===== config.mk =====
export PLATFORM = sky130hd
export DESIGN_NAME = parent_pair_sched
export DESIGN_NICKNAME = d
export VERILOG_FILES = /design/src/rtl/genetic_pkg.sv /design/src/rtl/lfsr32.sv /design/src/rtl/parent_pair_sched.sv
export SDC_FILE = /design/constraint.sdc
export NUM_CORES = 1
export LEC_CHECK = 0
export CAP_MARGIN = 20
export CELL_PAD_IN_SITES_DETAIL_PLACEMENT = 0
export CELL_PAD_IN_SITES_GLOBAL_PLACEMENT = 1
export CORE_UTILIZATION = 43
export DETAILED_ROUTE_END_ITERATION = 10
export GPL_TIMING_DRIVEN = 0
export PLACE_DENSITY_LB_ADDON = 0.1
export REMOVE_ABC_BUFFERS = 1
export SLEW_MARGIN = 0
export SYNTH_ARGS = -nofsm -noshare
export SYNTH_HDL_FRONTEND = slang
export SYNTH_HIERARCHICAL = 1
export SYNTH_SLANG_ARGS = --single-unit

===== constraint.sdc =====
create_clock -name clk -period 2.8 [get_ports clk]
set_input_delay 0.42 -clock clk [delete_from_list [all_inputs] [get_ports clk]]
set_output_delay 0.42 -clock clk [all_outputs]
set_load 0.03 [all_outputs]

===== src/rtl/genetic_pkg.sv =====
// Shared types and constants for the genetic-engine parent-pair scheduler.
// Latency: n/a (package only).
// Backpressure: n/a.
package genetic_pkg;
  localparam int IDX_W  = 5;
  localparam int LFSR_W = 32;
  localparam logic [LFSR_W-1:0] LFSR_TAPS = 32'h8020_0003;

  typedef enum logic [1:0] {IDLE, DRAW, CHECK, GRANT} sched_state_t;

  // Galois right-shift step; shared by the LFSR and the candidate slicer.
  function automatic logic [LFSR_W-1:0] lfsr_next(input logic [LFSR_W-1:0] cur);
    return (cur >> 1) ^ (cur[0] ? LFSR_TAPS : '0);
  endfunction
endpackage


===== src/rtl/lfsr32.sv =====
// 32-bit Galois LFSR with seed load; a zero load value maps back to SEED.
// Latency: 1 cycle from step/load to q.
// Backpressure: none; load has priority over step.
module lfsr32 import genetic_pkg::*; #(
  parameter logic [LFSR_W-1:0] SEED = 32'hACE1_2468
) (
  input  logic              clk,
  input  logic              rst_n,
  input  logic              step,
  input  logic              load,
  input  logic [LFSR_W-1:0] load_val,
  output logic [LFSR_W-1:0] q
);
  logic [LFSR_W-1:0] r_q;

  // Seed on reset or load, otherwise advance one step when asked.
  always_ff @(posedge clk) begin
    if (!rst_n) begin
      r_q <= SEED;
    end else if (load) begin
      r_q <= (load_val == '0) ? SEED : load_val;
    end else if (step) begin
      r_q <= lfsr_next(r_q);
    end
  end

  assign q = r_q;
endmodule


===== src/rtl/parent_pair_sched.sv =====
// Rejection-samples distinct in-range parent index pairs and grants them round-robin.
// Latency: 3 cycles from req to grant, +2 per rejected draw, fallback (0,1) after MAX_RETRY.
// Backpressure: requester holds req until its grant; dropping req mid-draw aborts silently.
module parent_pair_sched import genetic_pkg::*; #(
  parameter int                POP_SIZE  = 30,
  parameter int                NUM_REQ   = 2,
  parameter int                MAX_RETRY = 15,
  parameter logic [LFSR_W-1:0] LFSR_SEED = 32'hACE1_2468
) (
  input  logic               clk,
  input  logic               rst_n,
  input  logic [NUM_REQ-1:0] req,
  input  logic               reseed_en,
  input  logic [LFSR_W-1:0]  reseed_val,
  output logic [NUM_REQ-1:0] grant,
  output logic               pair_valid,
  output logic [IDX_W-1:0]   idx0,
  output logic [IDX_W-1:0]   idx1,
  output logic               busy,
  output logic               fail_sticky
);
  localparam int PW = (NUM_REQ > 1) ? $clog2(NUM_REQ) : 1;
  localparam int RW = $clog2(MAX_RETRY + 2);
  localparam logic [RW-1:0] RETRY_MAX = RW'(MAX_RETRY);

  sched_state_t       r_state;
  logic [PW-1:0]      r_ptr;
  logic [PW-1:0]      r_winner;
  logic [RW-1:0]      r_retry;
  logic [IDX_W-1:0]   r_cand0;
  logic [IDX_W-1:0]   r_cand1;
  logic [NUM_REQ-1:0] r_grant;
  logic               r_pair_valid;
  logic [IDX_W-1:0]   r_idx0;
  logic [IDX_W-1:0]   r_idx1;
  logic               r_busy;
  logic               r_fail;

  logic [LFSR_W-1:0]  w_lfsr_q;
  logic [LFSR_W-1:0]  w_lfsr_next;
  logic               w_unused_bits;
  logic               w_step;
  logic [PW-1:0]      w_scan;
  logic [PW-1:0]      w_win;
  logic               w_found;
  logic [NUM_REQ-1:0] w_win_oh;
  logic               w_accept;
  logic [PW-1:0]      w_ptr_next;

  // The LFSR advances only while drawing; a reseed overrides the step.
  assign w_step = (r_state == DRAW);

  lfsr32 #(.SEED(LFSR_SEED)) u_lfsr (
    .clk      (clk),
    .rst_n    (rst_n),
    .step     (w_step),
    .load     (reseed_en),
    .load_val (reseed_val),
    .q        (w_lfsr_q)
  );

  // Candidates are sliced from the value the LFSR steps to this DRAW cycle.
  assign w_lfsr_next   = lfsr_next(w_lfsr_q);
  assign w_unused_bits = ^w_lfsr_next[LFSR_W-1:2*IDX_W];

  // Round-robin search from the pointer; first asserted req wins.
  always_comb begin
    w_win   = r_ptr;
    w_found = 1'b0;
    w_scan  = '0;
    for (int i = 0; i < NUM_REQ; i++) begin
      w_scan = PW'((int'(r_ptr) + i) % NUM_REQ);
      if (!w_found && req[w_scan]) begin
        w_found = 1'b1;
        w_win   = w_scan;
      end
    end
  end

  // One-hot grant vector for the latched winner.
  always_comb begin
    w_win_oh           = '0;
    w_win_oh[r_winner] = 1'b1;
  end

  assign w_accept   = (int'(r_cand0) < POP_SIZE) && (int'(r_cand1) < POP_SIZE) &&
                      (r_cand0 != r_cand1);
  assign w_ptr_next = (int'(r_winner) == NUM_REQ - 1) ? '0 : r_winner + 1'b1;

  // Scheduler FSM with registered grant/pair outputs; reseed aborts any draw.
  always_ff @(posedge clk) begin
    if (!rst_n) begin
      r_state      <= IDLE;
      r_ptr        <= '0;
      r_winner     <= '0;
      r_retry      <= '0;
      r_cand0      <= '0;
      r_cand1      <= '0;
      r_grant      <= '0;
      r_pair_valid <= 1'b0;
      r_idx0       <= '0;
      r_idx1       <= '0;
      r_busy       <= 1'b0;
      r_fail       <= 1'b0;
    end else if (reseed_en) begin
      r_state      <= IDLE;
      r_retry      <= '0;
      r_grant      <= '0;
      r_pair_valid <= 1'b0;
      r_busy       <= 1'b0;
    end else begin
      r_grant      <= '0;
      r_pair_valid <= 1'b0;
      case (r_state)
        IDLE: begin
          if (w_found) begin
            r_winner <= w_win;
            r_retry  <= '0;
            r_state  <= DRAW;
            r_busy   <= 1'b1;
          end
        end
        DRAW: begin
          if (!req[r_winner]) begin
            r_state <= IDLE;
            r_busy  <= 1'b0;
          end else begin
            r_cand0 <= w_lfsr_next[IDX_W-1:0];
            r_cand1 <= w_lfsr_next[2*IDX_W-1:IDX_W];
            r_state <= CHECK;
          end
        end
        CHECK: begin
          if (!req[r_winner]) begin
            r_state <= IDLE;
            r_busy  <= 1'b0;
          end else if (w_accept) begin
            r_idx0       <= r_cand0;
            r_idx1       <= r_cand1;
            r_grant      <= w_win_oh;
            r_pair_valid <= 1'b1;
            r_state      <= GRANT;
          end else if (r_retry < RETRY_MAX) begin
            r_retry <= r_retry + 1'b1;
            r_state <= DRAW;
          end else begin
            r_idx0       <= IDX_W'(0);
            r_idx1       <= IDX_W'(1);
            r_fail       <= 1'b1;
            r_grant      <= w_win_oh;
            r_pair_valid <= 1'b1;
            r_state      <= GRANT;
          end
        end
        GRANT: begin
          r_ptr   <= w_ptr_next;
          r_state <= IDLE;
          r_busy  <= 1'b0;
        end
        default: begin
          r_state <= IDLE;
          r_busy  <= 1'b0;
        end
      endcase
    end
  end

  assign grant       = r_grant;
  assign pair_valid  = r_pair_valid;
  assign idx0        = r_idx0;
  assign idx1        = r_idx1;
  assign busy        = r_busy;
  assign fail_sticky = r_fail;
endmodule


==> Word level (Yosys, flattened, before mapping) <==
Cells that the tools add are included.
{ "totals": {"reg_bits": 66, "latch_bits": 0, "mem_bits_rw": 0, "romBits": 0, "mem_count": 0} }
{ "classes": {"n_addsub": 3, "n_mul": 0, "div": 0, "n_lt_le_gt_ge": 7, "eq_ne": 10, "shifts": 0, "muxes": 38, "bitwise_logic": 7, "n_reduce_logical": 19} }
{ "op_table": {"columns": ["operator", "n"], "rows": [
  ["2-to-1 mux 32 bit", 4],
  ["2-to-1 mux 5 bit", 8],
  ["logical NOT 32 bit", 1],
  ["bitwise XOR 31 x 32 -> 32 bit", 1],
  ["2-to-1 mux 1 bit", 15],
  ["2-to-1 mux 2 bit", 7],
  ["!= test 2 bit, second input constant", 6],
  ["< comparator 5 bit, second input constant", 2],
  ["one-hot mux 5 bit (2 select lines)", 1],
  ["AND reduction 5 bit", 2],
  ["one-hot mux 2 bit (4 select lines)", 1],
  ["< comparator 1 x 2 -> 1 bit, second input constant", 3],
  ["inverter 1 bit", 6],
  ["AND reduction 3 bit", 2],
  ["adder 5 x 1 -> 5 bit, second input constant", 1],
  ["< comparator 5 x 4 -> 1 bit, second input constant", 1],
  ["!= test 5 bit", 1],
  ["equality test 2 bit, second input constant", 2],
  ["logical AND 1 bit", 4],
  ["AND reduction 2 bit", 2],
  ["AND reduction 4 bit", 1],
  ["nonzero test 2 bit", 2],
  ["OR reduction 2 bit", 2],
  ["OR reduction 4 bit", 1],
  ["other kinds (7)", 8]
]} }

==> Depth between registers and ports, before layout <==
Gate-level depths: netlist of run 1.
{ "logic_depth": {"word_depth": 8, "depth_mapped": 8} }

==> Cells and area by module <==
The synthesis of run 1 kept the hierarchy.
{ "by_module_without_submodules": {"columns": ["mod", "instances", "cells_per_inst", "area_per_inst_um2"], "rows": [
  ["lfsr32", 1, 206, 1676.6],
  ["parent_pair_sched", 1, 168, 1565.3]
]} }

==> Least setup slack after synthesis of run 1 <==
Ideal clock, no wire load.
{ "synth_timing": {"kind": "reg2reg", "from": "register r_state[0]", "to": "register r_retry[2]", "setup_time_ps": 74, "t_arrival_ps": 1683, "required_ps": 2726, "setup_slack_ps": 1043, "path_stages_with_launch": 8, "n_path_buf": 1, "period_less_slack_ps": 1757, "cell_sequence": "dfxtp_1 inv_1 ha_1 nand2_4 or2_1 clkbuf_2 or4b_1 a31oi_1"} }
{ "synth_between": {"elab_chain_len": 3} }
{ "synth_lines": {"columns": ["element", "line", "rtl"], "rows": [
  ["start: declaration", "parent_pair_sched.sv:26", "sched_state_t r_state;"],
  ["start signal: assignment", "parent_pair_sched.sv:93", "r_state <= IDLE;"],
  ["start signal: assignment", "parent_pair_sched.sv:106", "r_state <= IDLE;"],
  ["start signal: assignment", "parent_pair_sched.sv:119", "r_state <= DRAW;"],
  ["equality test 2 bit / logical NOT 2 bit (equally long branches)", "parent_pair_sched.sv:114", "case (r_state)"],
  ["!= test 2 bit (no line) / nonzero test 2 bit (equally long branches)", null, null],
  ["AND reduction 5 bit (no line)", null, null],
  ["end signal: assignment", "parent_pair_sched.sv:144", "r_retry <= r_retry + 1'b1;"],
  ["end: declaration", "parent_pair_sched.sv:29", "logic [RW-1:0] r_retry;"]
]} }
Several ways; a longest one is shown, not always the timed one.
A chain may end at the register's enable or synchronous reset.

==> Worst setup path after layout of run 1 <==
{ "layout_timing": {"from": "register r_state[1]", "to": "register r_cand0[2]"} }
{ "layout_between": {"elab_chain_len": 2} }
{ "layout_lines": {"columns": ["element", "line", "rtl"], "rows": [
  ["equality test 2 x 1 -> 1 bit", null, null],
  ["named net w_step", "parent_pair_sched.sv:42", "logic w_step;"],
  ["AND reduction 3 bit (no line)", null, null],
  ["end signal: assignment", "parent_pair_sched.sv:128", "r_cand0 <= w_lfsr_next[IDX_W-1:0];"],
  ["end: declaration", "parent_pair_sched.sv:30", "logic [IDX_W-1:0] r_cand0;"]
]} }
The timed path passes the listed nets, and every way through them passes these cells.

==> results.md, run 1 <==
- Worst vdd ir: around 280 uV
- Final Hold Viols: 0
- Die area: about 7900 um2
- Total core area: 7250 um2
- Post-layout minimum cycle time: around 2400 ps
- Async set-reset flop share out of synthesis: 0%
- Placer Congestion: approximately 0.74
- CTS tree: done
- Worst-Skew Late Latency: around 340 ps
- Clk root buf: clkbuf_8
- DRT antenna net count: 0
- Total clock sinks: 66
- Starting Density: ~45%
- Yosys reg bits: 66
- WL final: a little under 7000 um
- Largest net degree at the start of global routing: 46
- Status: completed
- CP Capture Type: flop
- H-tree depth: 3
- Max_cap viols: 0
- DRC: 0
- Resized cells post-CTS: 0
- Dominant synthesized flop cell: dfxtp_1
- First-pass GRT wire length: about 12000 um
- Critical path peak fanout: 35
- Initial antenna violation count: 0
- Syn Inst Count: between 300 and 400
- Clock transition at the registers of the reported paths: roughly 70 ps
- RSZ-0062 raised after global routing: no
- Least-Margin Pin Slew: around 950 ps
- Global Route Usage Sum: about a fifth
- Area delta synth->final: 24.3%
- Synth warnings: 6
- Worst-case clock buffer depth: 2
- I/O pin count: 52
- Hold crit path type: reg2reg
- Final worst-path cycle share: ~85%
- Number of synthesized flops with an enable pin: 0
- Max-slew headroom: between 30% and 40%
- Final slew viol count: 0
- CP Cell Sequence: inv_1 -> ha_2 -> nand2_1 -> nor2_2 -> mux2i_1 -> nor2b_1
- Postcts setup bufs: 0
- Flop2flop setup slack: around 420 ps
- LEAKAGE: between 1 and 1.5 nW
- # diodes: 0
- FMAX: between 400 and 500 MHz
- # rows: 31
- Dpl hpwl: ~4600 um
- CP required: around 3000 ps
- Worst slack, placed: 171 ps
- Final setup vio count: 0
- Synth unique cells: 48
- Seq/Total Area, Yosys: 40.8%
- Syn_area_per_cell: about 8.7 um2
- Setup TNS Final: 0 ps
- CP max stage delay: ~770 ps
- Final core occ: a little under three fifths
- Total grt overflow: 0
- Num CTS Buffers: 9
- Post-Syn Area: ~3200 um2
- Routed via count: around 2700
- PortBufs: a little over 50
- Die height: slightly below 90 um
- Routed vias/inst: between 5 and 6
- Layout cells sized above 1: 7.67%
- Hold_buf cts: 0
- Tot Pwr: 2.21 mW
- Filler cells: around 730
- Startpoint Class: flop
- Drt first pass iters: 4
- Vias in the first global route: about 2500
- Initial DRC Count: between 40 and 50
- Die width: 88.8 um
- Setup ws final: ~420 ps
- Hold_ws: around 450 ps
- Power density over cell area: around 550 nW/um2
- Critical Path AT: ~2600 ps
- CP max-delay cell: ha_2
- Layout Nets: approximately 460
- Worst setup path class: reg2reg
- Avg WL per Cell: ~13 um
- Clk_skew: 10.7 ps
==> layout by cell type (no fill, tap or decap), drive strengths merged, types with 6 or more instances in the layout <==
master,instances
a21oi,18
and2,18
nor2,11
o21ai,28
o21a,14
clkdlybuf4s50,49
nand4,13
nand3b,15
ha,6
nor2b,12
nor4,8
nand2,50
nand3,15
clkbuf,12
mux2i,27
dfxtp,66
==> synth_stat cells, types with 2 or more instances <==
master     n  share of area (%)
a21oi_1   18                2.8
a31oi_1    2               0.39
and2_1    18                3.5
buf_1      3               0.35
buf_2      8                1.2
buf_4      2               0.46
clkbuf_1  12                1.4
dfxtp_1   66                 41
ha_1       6                2.3
inv_1      5               0.58
mux2i_1   27                8.3
nand2_1   49                5.7
nand2b_1   3               0.58
nand3_1   15                2.3
nand3b_1  15                3.5
nand4_1   13                2.5
nor2_1    10                1.2
nor2b_1   12                2.3
nor4_1     7                1.4
o211a_1    3               0.93
o211ai_1   3               0.69
o21a_1    14                3.2
o21ai_0   28                4.3
or3_2      2               0.46
or4b_1     2               0.62
xnor2_1    5                1.4
xor2_1     5                1.4
==> stage by stage <==
stage	instances	instance area (um2)
after floorplan	347	3110
after global placement	497	3750
after detailed placement	500	3790
after CTS	516	4030
after global routing	516	4030
final	516	4030
==> worst paths after layout <==
kind                            startpoint         end  cells past startpoint
worst max register to register  r_state[1]  r_cand0[2]                      6
worst min register to register     idx0[0]     idx0[0]                      2
worst min-delay path               idx0[0]     idx0[0]                      2
worst max-delay path            r_state[1]  r_cand0[2]                      6
==> report_power, final <==
part / switching (mW) / total, mW / internal (mW)
clock: 0.368 / 0.941 / 0.573
combinational: 0.132 / 0.267 / 0.135
sequential: 0.0275 / 1.01 / 0.979
total: 0.527 / 2.21 / 1.69
==> flip-flops by register name (all words and copies together), names as in the netlist <==
| register | count |
|---|---|
| busy | 1 |
| fail_sticky | 1 |
| grant | 2 |
| idx0 | 5 |
| idx1 | 5 |
| pair_valid | 1 |
| r_cand0 | 5 |
| r_cand1 | 5 |
| r_ptr | 1 |
| r_retry | 5 |
| r_state | 2 |
| r_winner | 1 |
| u_lfsr/q | 32 |
==> critical path, delay by kind of cell, from the launching register on <==
family / cells / cell delay (ps)
and+or+nand+nor: 3 / 780
adders and majority gates: 1 / 770
muxes: 1 / 250
buffers and inverters: 1 / 120
DFF: 1 / 350
==> routing by layer <==
layer	GRT usage, %	share of wire [%]	vias up
met5	0	0	-
met3	4.85	3.3	8
met2	29.4	45	48
met1	25.3	50	1234
li1	-	-	1393
met4	7.77	1.6	0
==> layout make-up <==
type / count / area (um2) / area share (%)
Clock buffer: 12 / 165 / 4.10
Clock inverter: 4 / 72.6 / 1.80
Inverter: 5 / 18.8 / 0.466
Multi-Input combinational cell: 276 / 1780 / 44.2
Sequential cell: 66 / 1320 / 32.8
Tap cell: 99 / 124 / 3.07
Timing Repair Buffer: 54 / 548 / 13.6
==> logic make-up after synthesis <==
group                      count (synthesis)  synth area share [%]
adders and majority gates                  6                  2.32
xor gates and xnor gates                  10                  2.70
AOI/OAI and AO/OA                         75                  14.2
muxes                                     28                  8.80
DFF                                       66                  40.8
buffers and inverters                     32                  4.52
and+or+nand+nor                          157                  26.7
No activity file was read; power rests on OpenSTA's default activity.
==> run 2, diff against run 1 <==
--- a/config.mk
+++ b/config.mk
@@ -8,7 +8,7 @@
 export CAP_MARGIN = 20
 export CELL_PAD_IN_SITES_DETAIL_PLACEMENT = 0
 export CELL_PAD_IN_SITES_GLOBAL_PLACEMENT = 1
-export CORE_UTILIZATION = 43
+export CORE_UTILIZATION = 36
 export DETAILED_ROUTE_END_ITERATION = 10
 export GPL_TIMING_DRIVEN = 0
 export PLACE_DENSITY_LB_ADDON = 0.1
==> constraint.sdc (replaced) <==
create_clock -name clk -period 1.9 [get_ports clk]
set_input_delay 0.285 -clock clk [delete_from_list [all_inputs] [get_ports clk]]
set_output_delay 0.285 -clock clk [all_outputs]
set_load 0.03 [all_outputs]
==> run 2 against run 1 <==
Critical endpoint is now r_retry[2]. Sequential share of layout area decreased by 1.3 points. Combinational power grew 75%. Routed wire length rose by 12%. Sequential power is 48% higher. Via count rose by 2.1%. Total power rose by 45%. Clock-buffer cell count increased by 3. Critical path depth did not move. Cell count increased by 3.1%. Final area up 4.9%.
==> results.md, run 2 (synthesis gave the netlist of run 1 again) <==
- Die height: 96.9 um
- Placed cells: 508
- Worst-case clock buffer depth: 2
- Max_cap viols: 0
- Area after DPL: approximately 3800 um2
- CP Cell Sequence: clkdlybuf4s50_1 -> mux2_4 -> nand2_4 -> or2_4 -> or4b_1 -> a31oi_1
- Post-layout minimum cycle time: roughly 1800 ps
- FMAX: approximately 540 MHz
- Die area: 9390 um2
- Die width: about 97 um
- Worst setup path class: in2reg
- Final setup vio count: 0
- Status: completed
- Drt first pass iters: 4
- Avg WL per Cell: around 14 um
- Clock transition at the registers of the reported paths: approximately 70 ps
- Total clock sinks: 66
- Hold Path End: idx0[4]
- Design Area, Final: approximately 4200 um2
- Layout Nets: around 460
- Worst hold path stage count: 2
- Power density over cell area: roughly 760 nW/um2
- Vias in the first global route: roughly 2600
- Initial DRC Count: 74
- Hold_sp: idx0[4]
- Area delta synth->final: 30.4%
- Final Hold Viols: 0
- Most frequent cells in the layout: dfxtp_1 (60), nand2_1 (49), clkdlybuf4s50_1 (49)
- Worst vdd ir: 282 uV
- # diodes: 0
- Global Route Usage Sum: approximately 16%
- CP Capture Type: flop
- Startpoint Class: input port
- I/O pin count: 52
- Critical Path AT: between 2000 and 2500 ps
- Num CTS Buffers: 9
- Least-Margin Pin Slew: between 600 and 700 ps
- Placer Congestion: approximately 0.70
- Max-slew headroom: between 50 and 60%
- Max reg flops: 32
- Total core area: 8720 um2
- PortBufs: ~50
- Total grt overflow: 0
- Worst Reg-to-Reg Cells: 6
- # rows: 34
- Final slew viol count: 0
- Dpl hpwl: ~4900 um
- FF-to-FF Start: r_state[0]
- Worst-Skew Late Latency: between 300 and 400 ps
- Final worst-path cycle share: a little under 100%
- RSZ-0062 raised after global routing: yes
- Commonest non-fill, non-tap cell in the layout: dfxtp_1
- CP required: 2160 ps
- Clk root buf: clkbuf_8
- Critical path peak fanout: 8
- H-tree depth: 3
- LEAKAGE: about 1.5 nW
- Final std cells w/o fill: 532
- Largest net degree at the start of global routing: between 40 and 50
- CP max stage delay: 550 ps
- DRC: 0
- Filler cells: about 840
- Layout cells sized above 1: about an eighth
- CP max-delay cell: clkdlybuf4s50_1
- DRT antenna net count: 0
- Initial antenna violation count: 0
- WL final: 7580 um
- Critical path startpoint: req[0]
- Hold crit path type: reg2reg
- Clk_skew: roughly 8 ps
- First-pass GRT wire length: 12600 um
- Flop2flop setup slack: approximately 70 ps
- R2r endpoint: r_retry[2]
- Routed vias/inst: just over 5
- Starting Density: between 30% and 40%
- Routed via count: around 2700
- CTS tree: done
==> run 2: cell types whose count changed in the layout (fill, tap and decap cells not counted), sizes merged <==
| cell | previous run | this run |
|---|---|---|
| a31oi | 2 | 3 |
| clkinvlp | 1 | 0 |
| bufinv | 2 | 1 |
| clkinv | 1 | 0 |
| buf | 5 | 10 |
| clkbuf | 12 | 16 |
==> run 2: critical path: cells and delay by family <==
kind	cells	cell delay [ps]
AND/OR/NAND/NOR	3	880
AO/OA/AOI/OAI	1	160
buffers and inverters	1	550
multiplexers	1	220
==> run 2: where the power goes <==
part	switching (mW)	leakage, nW	internal [mW]
registers	0.0439	0.543	1.44
clock network	0.512	0.110	0.752
logic	0.222	0.896	0.246
total	0.778	1.55	2.44
==> run 2: timing repair <==
action / in CTS / in global routing
pin swaps: 2 / 5
endpoints found under the setup margin: 44 / 29
hold buffers: 0 / 0
cloned: 1 / 1
gates resized for setup: 11 / 15
buffers inserted: 3 / 3
==> run 2: how the worst max path moves through the flow <==
stage | endpoint | slack, ps | cells after the start
CTS | r_retry[0] | 10 | 6
global placement | r_state[1] | -2210 | 5
global route | r_retry[2] | -20 | 6
finish | r_retry[2] | 60 | 6
floorplan | r_cand0[2] | -710 | 6
detailed placement | r_cand0[2] | -850 | 6
==> run 2: layout make-up <==
class	count	area, um2	area share, %
clock inverters	1	30.0	0.710
multi-input cells	277	1880	44.5
repair buffers	60	643	15.2
flip-flops and latches	66	1330	31.5
well taps	108	135	3.20
clock buffers	15	186	4.41
inverters	5	18.8	0.444
==> run 2: per-stage QoR <==
step	setup TNS (ps)	hold slack [ps]	setup slack (ps)	utilization, %	power (mW)
floorplan	-11650	402	-713	-	1.72
global placement	-105020	445	-2210	43.1	1.90
CTS	0	460	10.5	47.4	3.23
detailed placement	-21640	451	-853	43.6	1.91
global route	-42.9	472	-17.2	48.5	3.38
finish	0	454	58.0	48.5	3.22
==> run 2: layer usage <==
| metal | track usage, % | vias to the layer above | wire length [um] |
|---|---|---|---|
| li1 | - | 1416 | - |
| met1 | 22.5 | 1267 | 4020 |
| met2 | 25.5 | 50 | 3280 |
| met3 | 2.75 | 7 | 199 |
| met4 | 6.54 | 0 | 78 |
| met5 | 0 | - | 0 |
